### src/rtl/switch_pkg.sv
// Shared types and constants for the switch bounce generator.
package switch_pkg;

    localparam int LFSR_W = 16;

    // Feedback taps for x^16 + x^14 + x^13 + x^11 + 1
    localparam logic [LFSR_W-1:0] LFSR_TAPS = 16'hB400;

    typedef enum logic [1:0] {
        ST_IDLE   = 2'd0,
        ST_BOUNCE = 2'd1,
        ST_SETTLE = 2'd2
    } sw_state_e;

endpackage

### src/rtl/switch_bounce_gen_lfsr16.sv
// 16-bit Fibonacci LFSR, advances every non-reset cycle.
module lfsr16
    import switch_pkg::*;
#(
    parameter logic [LFSR_W-1:0] SEED = 16'hACE1
) (
    input  logic              clk,
    input  logic              rst,
    output logic [LFSR_W-1:0] o_lfsr
);

    logic [LFSR_W-1:0] r_lfsr;
    logic              w_fb;

    // An all-zero seed would lock the register at zero forever.
    if (SEED == '0) begin : g_seed_check
        $error("lfsr16: SEED must be nonzero");
    end

    assign w_fb = ^(r_lfsr & LFSR_TAPS);

    // Shift register with XOR feedback; reloads the seed on reset.
    always_ff @(posedge clk) begin
        if (rst) begin
            r_lfsr <= SEED;
        end else begin
            r_lfsr <= {r_lfsr[LFSR_W-2:0], w_fb};
        end
    end

    assign o_lfsr = r_lfsr;

endmodule

### src/rtl/switch_bounce_gen.sv
// Emulates a bouncing mechanical switch for on-board debouncer testing.
//
// state  | meaning
// IDLE   | ready for a request, pin stable at last settled level
// BOUNCE | pin toggling with pseudo-random segment lengths
// SETTLE | pin held at target for 2^N_SETTLE cycles
module switch_bounce_gen
    import switch_pkg::*;
#(
    parameter int unsigned       N_INTERVAL = 4,
    parameter int unsigned       N_SETTLE   = 6,
    parameter bit                IS_PULLUP  = 1'b0,
    parameter logic [LFSR_W-1:0] LFSR_SEED  = 16'hACE1
) (
    input  logic       clk,
    input  logic       rst,
    input  logic       i_req_valid,
    output logic       o_req_ready,
    input  logic       i_req_state,
    input  logic [3:0] i_req_nbounce,
    output logic       o_sig_bouncy,
    output logic       o_state,
    output logic       o_done
);

    localparam int SEG_W = N_INTERVAL + 1;
    localparam int SET_W = N_SETTLE + 1;
    localparam logic [SET_W-1:0] SETTLE_LEN = {1'b1, {N_SETTLE{1'b0}}};

    sw_state_e         r_state, w_state_nxt;
    logic              r_level, w_level_nxt;
    logic              r_target, w_target_nxt;
    logic              r_ostate, w_ostate_nxt;
    logic              r_done, w_done_nxt;
    logic [SEG_W-1:0]  r_seg_cnt, w_seg_nxt;
    logic [4:0]        r_tog_cnt, w_tog_nxt;
    logic [SET_W-1:0]  r_set_cnt, w_set_nxt;

    logic [LFSR_W-1:0] w_lfsr;
    logic [SEG_W-1:0]  w_seg_len;
    logic              w_unused_lfsr;

    lfsr16 #(
        .SEED   (LFSR_SEED)
    ) u_lfsr (
        .clk    (clk),
        .rst    (rst),
        .o_lfsr (w_lfsr)
    );

    // Segment length drawn fresh whenever a segment starts: 1..2^N_INTERVAL.
    assign w_seg_len     = {1'b0, w_lfsr[N_INTERVAL-1:0]} + SEG_W'(1);
    assign w_unused_lfsr = ^w_lfsr[LFSR_W-1:N_INTERVAL];

    // Next-state and datapath decisions; every target defaults to hold.
    always_comb begin
        w_state_nxt  = r_state;
        w_level_nxt  = r_level;
        w_target_nxt = r_target;
        w_ostate_nxt = r_ostate;
        w_done_nxt   = 1'b0;
        w_seg_nxt    = r_seg_cnt;
        w_tog_nxt    = r_tog_cnt;
        w_set_nxt    = r_set_cnt;
        case (r_state)
            ST_IDLE: begin
                if (i_req_valid) begin
                    w_target_nxt = i_req_state;
                    if (i_req_state != r_ostate) begin
                        w_state_nxt = ST_BOUNCE;
                        w_level_nxt = i_req_state;
                        w_seg_nxt   = w_seg_len;
                        w_tog_nxt   = {i_req_nbounce, 1'b0};
                    end else begin
                        w_state_nxt = ST_SETTLE;
                        w_set_nxt   = SETTLE_LEN;
                    end
                end
            end
            ST_BOUNCE: begin
                if (r_seg_cnt <= SEG_W'(1)) begin
                    if (r_tog_cnt != 5'd0) begin
                        w_level_nxt = ~r_level;
                        w_tog_nxt   = r_tog_cnt - 5'd1;
                        w_seg_nxt   = w_seg_len;
                    end else begin
                        w_state_nxt = ST_SETTLE;
                        w_set_nxt   = SETTLE_LEN;
                    end
                end else begin
                    w_seg_nxt = r_seg_cnt - SEG_W'(1);
                end
            end
            ST_SETTLE: begin
                if (r_set_cnt <= SET_W'(1)) begin
                    w_state_nxt  = ST_IDLE;
                    w_ostate_nxt = r_target;
                    w_done_nxt   = 1'b1;
                end else begin
                    w_set_nxt = r_set_cnt - SET_W'(1);
                end
            end
            default: begin
                w_state_nxt = ST_IDLE;
            end
        endcase
    end

    // State and datapath registers with synchronous reset.
    always_ff @(posedge clk) begin
        if (rst) begin
            r_state   <= ST_IDLE;
            r_level   <= 1'b0;
            r_target  <= 1'b0;
            r_ostate  <= 1'b0;
            r_done    <= 1'b0;
            r_seg_cnt <= '0;
            r_tog_cnt <= '0;
            r_set_cnt <= '0;
        end else begin
            r_state   <= w_state_nxt;
            r_level   <= w_level_nxt;
            r_target  <= w_target_nxt;
            r_ostate  <= w_ostate_nxt;
            r_done    <= w_done_nxt;
            r_seg_cnt <= w_seg_nxt;
            r_tog_cnt <= w_tog_nxt;
            r_set_cnt <= w_set_nxt;
        end
    end

    assign o_req_ready  = (r_state == ST_IDLE);
    assign o_sig_bouncy = r_level ^ IS_PULLUP;
    assign o_state      = r_ostate;
    assign o_done       = r_done;

endmodule

### config.mk
export PLATFORM = sky130hd
export DESIGN_NAME = switch_bounce_gen
export DESIGN_NICKNAME = d
export VERILOG_FILES = /design/src/rtl/switch_pkg.sv /design/src/rtl/switch_bounce_gen_lfsr16.sv /design/src/rtl/switch_bounce_gen.sv
export SDC_FILE = /design/constraint.sdc
export NUM_CORES = 1
export LEC_CHECK = 0
export CORE_ASPECT_RATIO = 0.75
export CORE_MARGIN = 3
export CORE_UTILIZATION = 47
export CTS_CLUSTER_DIAMETER = 80
export DETAILED_ROUTE_END_ITERATION = 10
export GPL_TIMING_DRIVEN = 0
export PLACE_DENSITY = 0.66
export SLEW_MARGIN = 10
export SYNTH_ARGS = -nofsm -noshare
export SYNTH_HDL_FRONTEND = slang
export SYNTH_SLANG_ARGS = --single-unit
### constraint.sdc
create_clock -name clk -period 4 [get_ports clk]
set_clock_uncertainty 0.1 [all_clocks]
set_input_delay 0.8 -clock clk [delete_from_list [all_inputs] [get_ports clk]]
set_output_delay 0.8 -clock clk [all_outputs]
set_load 0.01 [all_outputs]
## Yosys cells after proc, flatten, opt, wreduce, memory -nomap -nowiden

Cells that the tools add are included.

- Memories kept: 0
- Register bits: 39
- Latch bits: 0
- Output and inout bits: 4
- Input port bits: 8
- Bits in read-only memories: 0
- RAM bits: 0

- Reduce and logical (&&, ||, !) cells: 12
- Add/sub/neg operators: 4
- Div/mod/pow operators: 0
- Magnitude comparators: 2
- Multipliers: 0
- Equality and inequality tests: 12
- Bitwise logic cells: 2
- Shift-type cells: 0
- Muxes and demuxes: 28

Operators with widths:

| kind | count |
|---|---|
| 5-bit two-way mux | 8 |
| 7-bit two-way mux | 5 |
| 7-bit case mux with 3 select lines | 1 |
| 5-bit case mux with 2 select lines | 2 |
| 16-bit parity | 1 |
| 2-bit != test (second input constant) | 7 |
| 2-bit two-way mux | 5 |
| 5-bit by 1-bit subtractor with 5-bit output (second input constant) | 2 |
| 4-bit AND reduction | 2 |
| 7-bit by 1-bit less-or-equal comparator with 1-bit output (second input constant) | 1 |
| 7-bit by 1-bit subtractor with 7-bit output (second input constant) | 1 |
| 2-bit case mux with 3 select lines | 1 |
| 6-bit AND reduction | 1 |
| 4-bit by 1-bit adder with 5-bit output (second input constant) | 1 |
| 5-bit by 1-bit less-or-equal comparator with 1-bit output (second input constant) | 1 |
| 1-bit two-way mux | 5 |
| 5-bit AND reduction | 1 |
| 5-bit nonzero test | 1 |
| 2-bit AND reduction | 2 |
| 3-bit != test (second input constant) | 1 |
| 3-bit nonzero test | 1 |
| 2-bit by 1-bit == test with 1-bit output (second input constant) | 1 |
| 2-bit == test (second input constant) | 1 |
| 2-bit zero test | 1 |
| 6 further kinds | 7 |

## Depth between registers and ports, before layout

- Word-level depth: 4
- Mapped depth: 7

## By module

From an unflattened synthesis, not the netlist that was laid out.

- Cells, all modules: 203
- Area, all modules: 1824.2 um^2

By module, submodules not included:

| module | cells each | sequential area each (um^2) | instances | area each (um^2) |
|---|---|---|---|---|
| switch_bounce_gen | 167 | 460.4 | 1 | 1370.1 |
| lfsr16 | 36 | 320.3 | 1 | 454.2 |

## Worst setup path before layout

No wires, ideal clock.

- Path kind: input to register
- Start: input i_req_valid
- End: register r_tog_cnt[1]
- Buffers on the path: 0
- Setup slack: 2.076 ns
- Stages: 4
- Arrival: 1.690 ns
- Required time: 3.766 ns
- Setup time: 0.134 ns
- Cell sequence: nor3b_2 > nand2_1 > a221oi_1 > a211oi_1

- Cells in the longest elaborated chain, start to end: 2

Ends and longest elaborated chain:

| item | line | source |
|---|---|---|
| from (decl) | switch_bounce_gen.sv:17 | `input logic i_req_valid,` |
| 2-bit != test (no line) | - |  |
| 5-bit AND reduction (no line) | - |  |
| to (signal assigned) | switch_bounce_gen.sv:127 | `r_tog_cnt <= w_tog_nxt;` |
| to (decl) | switch_bounce_gen.sv:36 | `logic [4:0] r_tog_cnt, w_tog_nxt;` |

Every way passes these cells.
A chain may end at the register's enable or synchronous reset.

## Worst setup path in the final report

- Start: input i_req_state
- End: register r_tog_cnt[1]

- Cells in the longest elaborated chain, start to end: 3

Ends and longest elaborated chain:

| item | line | source |
|---|---|---|
| from (decl) | switch_bounce_gen.sv:19 | `input logic i_req_state,` |
| 1-bit != test | switch_bounce_gen.sv:69 | `if (i_req_state != r_ostate) begin` |
| 2-bit by 1-bit != test with 1-bit output (no line) | - |  |
| 5-bit AND reduction (no line) | - |  |

Every way passes these cells.

==> reports/results.tsv <==
metric	value	unit
ys_ff_latch	39	
via_count	1627	
critPathRequiredTime	4.06	ns
cp_top_family	buffers and inverters	
fill_cells	343	
syn_area_per_cell	9.22	sq um
setup_viol	0	
pin_count	12	
cts.clk_slew.worst_paths	0.08	ns
layout-drive-gt1-share	11.4	%
dpl.hpwl	3.00	mm
leakagePower	0.847	nW
cts-buffers-inserted	5	
cap_violations	0	
insertion_delay	0.29	ns
grt_max_degree	14	
fin_crit	2.43	ns
dieArea	0.00494	sq mm
clockBufferDepth	2	
synth_edf_count	0	
drtPass1Iterations	4	
rsz0062_at_grt	no	
yosysTopAreaCell	dfxtp_1	
fmax	412	MHz
ctsHoldBuffers	0	
holdCritPathClass	reg2reg	
drtAntennaViolNets	0	
final_nets	243	
post_cts_resized	0	
cts_max_level	2	
max_stage_delay	0.60	ns
drt_iter0_markers	223	
portBuffers	11	
crit_chain	clkdlybuf4s50_1 -> xor2_1 -> nand2_1 -> a221oi_1 -> a211oi_1	
power.density	565	mW/mm^2
core_area	0.00380	sq mm
row_count	19	
synth_ff_type	dfxtp_1	
crit_path_start_kind	input port	
start_util	50.9	%
dieWidth	80.1	um
n_antenna_cell	0	
place_congestion	0.858	
ir_drop	0.296	mV
cts.sinks	39	
worst-path-buf-inv	1	
yosysWarnings	0	
ys_top_cells_by_area	dfxtp_1 (40%), ha_1 (4.5%), a21oi_1 (3.4%)	
antenna_found_initial	0	
cp.arrival	2.49	ns
synth_top_area_share	40.3	%
cts_setup_buffers	0	
grt_pass1_vias	1539	
slew_viol_final	0	
netlist_area	0.00194	sq mm
critical_path_class	in2reg	
ys_seq_area_share	40.3	%
tightestPinTransition	0.539	ns
synth_common_cells	dfxtp_1 (39), nor2_1 (17), a21oi_1 (13)	
overflow	0	
slew-limit-headroom	63.8	%
finalWirelength	4.08	mm
setup_tns	0	ns
vias_per_cell	5.79	
cp-end-kind	register	
grt_pass1_wl	7.06	mm
track_usage	18.7	%
async_flop_share	0	%
drc	0	
syn-instance-count	210	
wl_per_cell	14.5	um
status	finished clean	
final_util	58.1	%
yosysMostFrequentCell	dfxtp_1	
fin_crit_sh	60.6	%
die_y	61.6	um
cts_tree	done	
syn-num-nets	225	
slowest_stage	clkdlybuf4s50_1	
clockRootBuffer	clkbuf_8	
ys_types	49	
hold_viol	0	
syn_to_final_growth	14.1	%
crit_path_max_fanout	9	
hold_slack	0.314	ns
-- area by class of cell --
cell class | instances | area (sq um) | area share, %
Inverter | 12 | 45.0 | 2.04
Buffer | 8 | 32.5 | 1.47
Clock buffer | 6 | 82.6 | 3.74
Multi-Input combinational cell | 151 | 1080 | 48.8
Timing Repair Buffer | 11 | 110 | 4.98
Sequential cell | 39 | 781 | 35.3
Tap cell | 52 | 65.1 | 2.94
Clock inverter | 2 | 16.3 | 0.736
-- layer usage --
metal	global-route usage (%)	up-vias	part of all wire, %
met4	6.27	0	1.1
li1	-	796	-
met1	24.8	774	48
met2	29.4	51	44
met3	5.56	6	6.3
met5	0	-	0
-- stage by stage --
stage | power [mW] | setup WS (ns) | instances | instance area (sq um)
2_1_floorplan | 0.854 | 2.08 | 210 | 1940
3_3_place_gp | 0.948 | 1.33 | 273 | 2110
3_5_place_dp | 0.966 | 1.31 | 273 | 2110
4_1_cts | 1.25 | 1.63 | 281 | 2210
5_1_grt | 1.33 | 1.45 | 281 | 2210
6_report | 1.25 | 1.57 | 281 | 2210
-- state kept, by name (all words and copies together), names as in the netlist --
signal and count:
r_seg_cnt 5, o_state 1, u_lfsr.o_lfsr 16, r_set_cnt 7, r_tog_cnt 5, r_target 1
o_sig_bouncy 1, o_done 1, r_state 2
-- cell usage in the layout, fill, tap and decap left out, drive strengths merged, types with 2 or more instances in the layout --
cell	Yosys	routed
o21ai	5	5
nand4	2	2
xnor2	5	5
o32ai	5	5
inv	12	12
or2	7	7
a21oi	13	13
clkdlybuf4s50	0	11
dfxtp	39	39
a41oi	4	4
ha	7	7
a32oi	4	4
o21bai	2	2
a211oi	2	2
a22oi	2	2
clkbuf	5	11
nand2b	5	5
or4	2	2
nand3	8	8
nor2	18	18
nand2	9	9
a311oi	2	2
nor3b	3	3
mux2	2	2
a31oi	2	2
xor2	5	5
buf	3	3
nor2b	10	10
a21o	3	3
nor3	6	6
mux2i	4	4
-- report_power, final --
group	total [mW]	switching, mW	internal (mW)	leakage, nW
Clock	0.283	0.143	0.141	0.0474
Combinational	0.470	0.259	0.210	0.478
Sequential	0.496	0.0561	0.440	0.321
Total	1.25	0.458	0.791	0.847
-- cells by family (layout without fill, tap and decap cells) --
kind of cell / count (synthesis) / in the layout / share of synthesized area, %
and+or+nand+nor: 77 / 77 / 22.9
AOI/OAI and AO/OA: 51 / 51 / 20.5
DFF: 39 / 39 / 40.3
buffers and inverters: 20 / 39 / 4.00
xor gates and xnor gates: 10 / 10 / 4.52
adders and majority gates: 7 / 7 / 4.52
muxes: 6 / 6 / 3.23
-- worst paths after layout --
path,end,cells past startpoint,startpoint,slack (ns)
worst max-delay path,r_tog_cnt[1]$_SDFFE_PP0P_,5,i_req_state,1.57
worst min-delay path,u_lfsr.o_lfsr[10]$_SDFF_PP1_,1,u_lfsr.o_lfsr[9]$_SDFF_PP0_,0.31
worst max register to register,r_set_cnt[1]$_SDFFE_PP0P_,6,r_set_cnt[1]$_SDFFE_PP0P_,1.93
worst min register to register,u_lfsr.o_lfsr[10]$_SDFF_PP1_,1,u_lfsr.o_lfsr[9]$_SDFF_PP0_,0.31
(Power assumes the default switching activity.)
